--- src/rtl/regfile_pkg.sv ---
// regfile_pkg: shared types, default sizes and port-slice helper for regfile_mp.
package regfile_pkg;

   localparam int unsigned DEF_DATA_W = 32;
   localparam int unsigned DEF_ADDR_W = 5;
   localparam int unsigned DEF_NUM_RD = 2;
   localparam int unsigned DEF_NUM_WR = 2;

   // Clear engine states
   typedef enum logic [0:0] {
      CLR_IDLE  = 1'b0,
      CLR_SWEEP = 1'b1
   } clr_state_e;

   // Low bit of port p inside a flattened port vector of per-port width w
   function automatic int unsigned port_lo(input int unsigned port, input int unsigned width);
      return port * width;
   endfunction

endpackage

--- src/rtl/regfile_clear_fsm.sv ---
// regfile_clear_fsm: sequences a zero sweep over [CLEAR_LO, CLEAR_HI] after reset or on request.
module regfile_clear_fsm
   import regfile_pkg::*;
#(
   parameter int unsigned ADDR_W   = DEF_ADDR_W,
   parameter int unsigned CLEAR_LO = 1,
   parameter int unsigned CLEAR_HI = (32'd1 << ADDR_W) - 32'd1
) (
   input  logic              clk,
   input  logic              reset,
   input  logic              clear_req_i,
   output logic              clear_busy_o,
   output logic              clear_done_o,
   output logic              clr_we_o,
   output logic [ADDR_W-1:0] clr_ptr_o
);

   clr_state_e        state_q, state_d;
   logic [ADDR_W-1:0] ptr_q, ptr_d;
   logic              busy_q, busy_d;
   logic              done_q, done_d;

   // State register; reset starts a sweep from CLEAR_LO
   always_ff @(posedge clk or posedge reset) begin
      if (reset) begin
         state_q <= CLR_SWEEP;
         ptr_q   <= ADDR_W'(CLEAR_LO);
         busy_q  <= 1'b1;
         done_q  <= 1'b0;
      end else begin
         state_q <= state_d;
         ptr_q   <= ptr_d;
         busy_q  <= busy_d;
         done_q  <= done_d;
      end
   end

   // Next-state: one entry cleared per sweep cycle, done pulses in the first idle cycle
   always_comb begin
      state_d = state_q;
      ptr_d   = ptr_q;
      busy_d  = busy_q;
      done_d  = 1'b0;
      case (state_q)
         CLR_IDLE: begin
            busy_d = 1'b0;
            if (clear_req_i) begin
               state_d = CLR_SWEEP;
               ptr_d   = ADDR_W'(CLEAR_LO);
               busy_d  = 1'b1;
            end
         end
         CLR_SWEEP: begin
            busy_d = 1'b1;
            if (ptr_q == ADDR_W'(CLEAR_HI)) begin
               state_d = CLR_IDLE;
               busy_d  = 1'b0;
               done_d  = 1'b1;
            end else begin
               ptr_d = ptr_q + ADDR_W'(1);
            end
         end
         default: begin
            state_d = CLR_IDLE;
            busy_d  = 1'b0;
         end
      endcase
   end

   assign clear_busy_o = busy_q;
   assign clear_done_o = done_q;
   assign clr_we_o     = busy_q;
   assign clr_ptr_o    = ptr_q;

endmodule

--- src/rtl/regfile_mp.sv ---
// regfile_mp: multi-port integer register file with zero entry, port priority and clear sweep.
// Optional feature macro: REGFILE_BYPASS_EN (same-cycle write-to-read forwarding).
module regfile_mp
   import regfile_pkg::*;
#(
   parameter int unsigned DATA_W   = DEF_DATA_W,
   parameter int unsigned ADDR_W   = DEF_ADDR_W,
   parameter int unsigned NUM_RD   = DEF_NUM_RD,
   parameter int unsigned NUM_WR   = DEF_NUM_WR,
   parameter int unsigned ZERO_REG = 1,
   parameter int unsigned CLEAR_LO = 1,
   parameter int unsigned CLEAR_HI = (32'd1 << ADDR_W) - 32'd1
) (
   input  logic                     clk,
   input  logic                     reset,
   input  logic [NUM_RD*ADDR_W-1:0] rd_addr_i,
   output logic [NUM_RD*DATA_W-1:0] rd_data_o,
   input  logic [NUM_WR-1:0]        wr_en_i,
   input  logic [NUM_WR*ADDR_W-1:0] wr_addr_i,
   input  logic [NUM_WR*DATA_W-1:0] wr_data_i,
   input  logic                     clear_req_i,
   output logic                     clear_busy_o,
   output logic                     clear_done_o,
   output logic                     wr_conflict_o
);

   localparam int unsigned DEPTH = 32'd1 << ADDR_W;

   logic [DATA_W-1:0] mem_q [DEPTH];
   logic [ADDR_W-1:0] wr_a  [NUM_WR];
   logic [DATA_W-1:0] wr_d  [NUM_WR];
   logic [NUM_WR-1:0] wr_eff;
   logic [ADDR_W-1:0] rd_a  [NUM_RD];
   logic [DATA_W-1:0] rd_v  [NUM_RD];
   logic              clr_busy;
   logic              clr_we;
   logic [ADDR_W-1:0] clr_ptr;
   logic              conflict_d, conflict_q;

   function automatic logic in_clr_range(input logic [ADDR_W-1:0] a);
      return (int'(a) >= int'(CLEAR_LO)) && (int'(a) <= int'(CLEAR_HI));
   endfunction

   function automatic logic is_zero_entry(input logic [ADDR_W-1:0] a);
      return (ZERO_REG != 0) && (a == '0);
   endfunction

   regfile_clear_fsm #(
      .ADDR_W   (ADDR_W),
      .CLEAR_LO (CLEAR_LO),
      .CLEAR_HI (CLEAR_HI)
   ) u_clear_fsm (
      .clk          (clk),
      .reset        (reset),
      .clear_req_i  (clear_req_i),
      .clear_busy_o (clr_busy),
      .clear_done_o (clear_done_o),
      .clr_we_o     (clr_we),
      .clr_ptr_o    (clr_ptr)
   );

   assign clear_busy_o = clr_busy;

   // Unpack write ports; drop zero-entry writes and in-range writes while sweeping
   always_comb begin
      for (int p = 0; p < NUM_WR; p++) begin
         wr_a[p]   = wr_addr_i[port_lo(p, ADDR_W) +: ADDR_W];
         wr_d[p]   = wr_data_i[port_lo(p, DATA_W) +: DATA_W];
         wr_eff[p] = wr_en_i[p] && !is_zero_entry(wr_a[p])
                     && !(clr_busy && in_clr_range(wr_a[p]));
      end
   end

   // Any two surviving writes aimed at the same entry
   always_comb begin
      conflict_d = 1'b0;
      for (int p = 0; p < NUM_WR; p++) begin
         for (int q = p + 1; q < NUM_WR; q++) begin
            if (wr_eff[p] && wr_eff[q] && (wr_a[p] == wr_a[q])) begin
               conflict_d = 1'b1;
            end
         end
      end
   end

   // Storage array: later ports override earlier ones; sweep writes never collide with kept writes
   always_ff @(posedge clk) begin
      for (int p = 0; p < NUM_WR; p++) begin
         if (wr_eff[p]) begin
            mem_q[wr_a[p]] <= wr_d[p];
         end
      end
      if (clr_we) begin
         mem_q[clr_ptr] <= '0;
      end
   end

   // Conflict flag, one cycle per conflicting write cycle
   always_ff @(posedge clk or posedge reset) begin
      if (reset) begin
         conflict_q <= 1'b0;
      end else begin
         conflict_q <= conflict_d;
      end
   end

   assign wr_conflict_o = conflict_q;

   // Combinational read path: array, optional forwarding, then zero forcing
   always_comb begin
      rd_data_o = '0;
      for (int r = 0; r < NUM_RD; r++) begin
         rd_a[r] = rd_addr_i[port_lo(r, ADDR_W) +: ADDR_W];
         rd_v[r] = mem_q[rd_a[r]];
`ifdef REGFILE_BYPASS_EN
         for (int w = 0; w < NUM_WR; w++) begin
            if (wr_eff[w] && (wr_a[w] == rd_a[r])) begin
               rd_v[r] = wr_d[w];
            end
         end
`else
`endif
         if (is_zero_entry(rd_a[r]) || (clr_busy && in_clr_range(rd_a[r]))) begin
            rd_v[r] = '0;
         end
         rd_data_o[port_lo(r, DATA_W) +: DATA_W] = rd_v[r];
      end
   end

endmodule

--- config.mk ---
export PLATFORM = sky130hd
export DESIGN_NAME = regfile_mp
export DESIGN_NICKNAME = d
export VERILOG_FILES = /design/src/rtl/regfile_pkg.sv /design/src/rtl/regfile_clear_fsm.sv /design/src/rtl/regfile_mp.sv
export SDC_FILE = /design/constraint.sdc
export NUM_CORES = 2
export LEC_CHECK = 0
export CAP_MARGIN = 30
export CORE_MARGIN = 2
export CORE_UTILIZATION = 43
export CTS_BUF_LIST = sky130_fd_sc_hd__clkbuf_4 sky130_fd_sc_hd__clkbuf_8 sky130_fd_sc_hd__clkbuf_16
export DETAILED_ROUTE_END_ITERATION = 16
export HOLD_SLACK_MARGIN = 0.02
export PLACE_DENSITY = 0.58
export SYNTH_ARGS = -nofsm -noshare
export SYNTH_HDL_FRONTEND = slang
export SYNTH_SLANG_ARGS = --single-unit
--- constraint.sdc ---
create_clock -name clk -period 4.05 [get_ports clk]
set_input_delay 0.6075 -clock clk [delete_from_list [all_inputs] [get_ports clk]]
set_output_delay 0.6075 -clock clk [all_outputs]
set_load 0.03 [all_outputs]
After elaboration in Yosys (flattened, before gate mapping):

Memories as Yosys holds them, arrays and structs flattened.
Index checks and enable logic that the tools add are counted.

* add/sub/neg operators: 1
* $mul: 0
* div/mod/pow operators: 0
* magnitude comparators: 4
* eq/ne operators: 4
* shift operators: 0
* multiplexer cells: 20
* bitwise operators: 1
* reductions and logical operators: 22

Operators by type and width (number)
* 32-bit 2-to-1 mux: 3
* 32-bit OR reduction: 1
* 5-bit by 1-bit greater-or-equal comparator with 1-bit output, second input constant: 4
* 5-bit zero test: 4
* 5-bit 2-to-1 mux: 3
* 1-bit 2-to-1 mux: 12
* 1-bit logical AND: 10
* 5-bit one-hot mux with 2 select lines: 1
* 5-bit by 1-bit adder with 5-bit output, second input constant: 1
* 5-bit == test: 1
* 5-bit == test, second input constant: 1
* 1-bit zero test: 4
* 2-bit != test, second input constant: 2
* 1-bit logical OR: 2
* 1-bit one-hot mux with 2 select lines: 1
* 2-bit AND reduction: 1
* 1-bit inverter: 1

* register bits after elaboration: 8
* bits in latches: 0
* memory bits (writable): 1024
* bits in read-only memories: 0
* input bits: 89
* logic and storage cells: 57
* memories kept: 1

Memories
* mem_q: depth 32, bits a word 32, read ports 2, clocked after memory_dff 0, write ports 2, line regfile_mp.sv:29 `logic [DATA_W-1:0] mem_q [DEPTH];`

Logic depth before layout (Yosys ltp):

* depth in word-level cells: 7
* depth in mapped cells: 8
* depth with buffers taken out: 7

Hierarchy:

Synthesis repeated with hierarchy kept, for this count alone.

* cells, all modules: 5919
* area total of the unflattened synthesis: 61814.3 um^2

By module, submodules not included
* regfile_mp: instances 1, cells an instance 5887, area each 61467.7 um^2, sequential area each 20524.7 um^2
* regfile_clear_fsm: instances 1, cells an instance 32, area each 346.6 um^2, sequential area each 177.7 um^2

Least setup slack after synthesis:

Ideal clock, no wire load.

* kind: register -> register
* from: reg u_clear_fsm.state_q (netlist name)
* to: mem mem_q[3][0] (netlist bit), enable pin
* arrival time: 3.990 ns
* data required time: 3.584 ns
* setup slack: -0.406 ns
* stages on the path, launching flop included: 8
* period minus slack after synthesis: 4.456 ns
* path through: dfstp_2 > buf_2 > buf_2 > buf_2 > clkbuf_1 > buf_2 > a21oi_1 > o21ai_0

RTL lines (line)
* end, declared: regfile_mp.sv:29

==> metrics <==
Final Setup Violations 0; pre-CTS setup slack 0.07886 ns; crit end category output pin; Inst Count DP 5900; Cell variety after synth 54; fraction of registers with async set/reset 0.7752%; Clock transition at path regs 0.06 ns; setup bufs post-CTS 0; via/cell ratio 6.685; outcome finished clean; Final WS setup 0.04629 ns; largest cells by area after synthesis edfxtp_1 51%, mux4_2 19%, mux2_2 9.8%; CP Cell Sequence or3b_4 -> buf_4 -> o221ai_1 -> buf_4; grt total ovfl 0; die area 142200 um2; Yosys reg bits 1032; Logic pwr share 23.5%; final WL 224200 um; critical path's slowest cell o221ai_1; Fmax 0.2498 GHz; Die Height 377.1 um; crit path DAT 3.40 ns; Worst Reg2Reg Path Length in Cells 6; fraction of layout instances using a drive strength above 1 38.15%; syn_area_per_cell 14.37 um2; Std-Cell Rows 136; Slew headroom 25.24%; CTS tree yes; Stages on worst setup path 4; mapped cell area 59850 um2; GRT Total Usage 31.51%; total CTS buffers 115; DRC violations left 0; ys flop type edfxtp_1; top cell type's share of synthesized area 51.38%; Psw 9.697 mW; syn_nets 4257; Placer Congestion 0.9023; Bufs and invs on worst path 2; Layout Nets 4317; initial antenna violation count 11; startpoint types flip-flop; Detailed Place HPWL 140700 um; most common cell after layout, fill and taps aside edfxtp_1; global-route wire length before repair 313300 um; RSZ-0062 raised after global routing no; core region area 137800 um2; Max Cap Violations 0; WL/cell 36.63 um; clk_lat worst skew 0.75 ns; Chip Width 377.1 um; Leakage 24.68 nW; area leader, netlist edfxtp_1; Crit path max-delay family compound AO/OA/AOI/OAI gates; IO buf count 155; Routed Antenna Nets 0; worst hold path class in2async; Setup Crit Path Kind reg2out; CTS max path bufs 3; Pwr Density 470.1 nW/um2; synth warn 0; Required @ worst endpoint 3.44 ns; Clock Tree Root clkbuf_16; power share of the sequential group 43.1%; CTS Hold Buffers Added 0; clk_skew 0.01438 ns; slowest stage delay, CP 0.75 ns; routed vias 40910; final worst-path cycle share 98.86%; Clock Power Share 33.5%; min Tclk post-route 4.004 ns; CTS H-tree depth 3; number of global-route vias before repair 40190; most frequent cells in the layout 1024 x edfxtp_1, 519 x mux2_2, 506 x nand2_1; non-filler cells, final 6120; maximum vdd drop 0.3492 mV; Tightest Pin Transition 1.110 ns; drt initial violations 5646; critical path fanouts, max 21; I/O pin count 156; P&R area growth vs syn 16.01%; Pre-antenna DRT Iters 6; largest net degree at the start of global routing 65; Slew Viols, Final 0; internal power 22.94 mW; total clock sinks 1032; register area share after synthesis 51.72%; Post-synth EDFFs 1024; Sw Ratio 29.71%; total chip power 32.64 mW; Post-Synthesis Cells 4166; most frequent CP cell buf_4; Initial Util 43.42%; Hold Vio Cnt, Final 0
state kept, by name, indices dropped and copies added, names as in the netlist:
name and cells:
wr_conflict_o 1, u_clear_fsm.clr_ptr_o 5, u_clear_fsm.clear_done_o 1, u_clear_fsm.state_q 1, mem_q 1024
synth_stat cells (2+ instances only):
cell type	number
edfxtp_1	1024
mux2_2	519
nand2_1	519
o21ai_0	505
mux4_2	502
clkbuf_1	260
mux2i_1	241
buf_2	192
o221ai_1	51
o22a_1	51
nand2b_1	42
inv_1	37
buf_1	29
nor3_1	21
o21bai_1	16
mux4_1	14
nor2_1	14
buf_4	13
a21oi_1	11
nor2b_1	9
and3_1	8
o22ai_1	8
a22oi_1	7
a21o_1	6
dfrtp_1	6
nand2_2	6
nand3b_1	5
and2_1	4
a31oi_1	3
buf_6	3
o32ai_1	3
or2_2	3
xor2_1	3
dfstp_2	2
ha_1	2
nand3_1	2
nand4b_1	2
nor2_4	2
o211a_1	2
or3_1	2
or3b_2	2
or4_1	2
xnor2_1	2
through the flow:
| stage | hold WS (ns) | cell area [um2] | TNS, ns | utilization (%) |
|---|---|---|---|---|
| 3_5_place_dp | 0.5779 | 65460 | 0 | 47.49 |
| 6_report | 0.1308 | 69430 | 0 | 50.37 |
| 3_3_place_gp | 0.5594 | 65100 | 0 | 47.23 |
| 2_1_floorplan | 0.4217 | 59850 | -84.72 | - |
| 5_1_grt | 0.1470 | 69430 | 0 | 50.37 |
| 4_1_cts | 0.1170 | 69340 | 0 | 50.31 |
power groups by stage:
stage | sequential [mW] | combinational [mW] | clock (mW)
floorplan | 14.1 | 4.07 | 0
global placement | 14.2 | 7.36 | 0
detailed placement | 14.3 | 7.50 | 0
CTS | 14.1 | 7.52 | 11.0
global route | 14.2 | 7.91 | 11.4
finish | 14.1 | 7.66 | 10.9
layout make-up:
| type | instances | area (um2) |
|---|---|---|
| fillers | 11590 | 68400 |
| flip-flops and latches | 1032 | 30960 |
| diodes | 4 | 10.01 |
| repair buffers | 441 | 5071 |
| inverters | 39 | 146.4 |
| clock inverters | 66 | 695.7 |
| multi-input cells | 2597 | 27140 |
| clock buffers | 147 | 3171 |
| well taps | 1794 | 2245 |
worst paths after layout:
kind / from / end / slack (ns)
worst min register to register: u_clear_fsm.clr_ptr_o[0]$_DFFE_PP1P_ / u_clear_fsm.clr_ptr_o[0]$_DFFE_PP1P_ / 0.59
worst max-delay path: u_clear_fsm.state_q$_DFF_PP1_ / rd_data_o[5] / 0.05
min in group clk: clear_req_i / u_clear_fsm.clr_ptr_o[4]$_DFFE_PP0P_ / 0.54
max in group asynchronous: reset / u_clear_fsm.clr_ptr_o[0]$_DFFE_PP1P_ / 3.62
worst max register to register: u_clear_fsm.state_q$_DFF_PP1_ / mem_q[1][15]$_DFFE_PP_ / 0.75
worst min-delay path: reset / u_clear_fsm.clr_ptr_o[1]$_DFFE_PP0P_ / 0.13
kinds of logic (layout without fill, tap and decap cells):
family,after synthesis,in the layout,share of synthesized area [%]
mux,1276,1276,33.30
other cells,0,4,0
fa+ha+maj,2,2,0.04181
simple gates,646,646,4.526
xor+xnor,5,5,0.07318
buf+inv,537,693,3.907
compound gates,668,668,6.433
flops,1032,1032,51.72
per-layer routing:
metal | routed length, um | share of wire [%] | global-route usage (%) | up-vias
met3 | 26900 | 12 | 7.416 | 472
li1 | - | - | - | 16570
met5 | 0 | 0 | 0 | -
met1 | 86870 | 39 | 44.18 | 21160
met2 | 100200 | 45 | 47.45 | 2716
met4 | 10200 | 4.6 | 12.43 | 0
worst reg2reg max path: stages, from the launching register on:
cell and delay (ns):
dfstp_4 0.83, buf_4 0.27, nand2b_1 0.09, o32ai_1 0.23, nand3_1 0.36, o21ai_4 0.84
buf_4 0.38
repair_timing:
action	CTS	global route
setup endpoints to repair	10	1
gates resized for setup	5	1
pin swaps	1	0
gates cloned	0	0
Power figures use the tool's default switching activity.
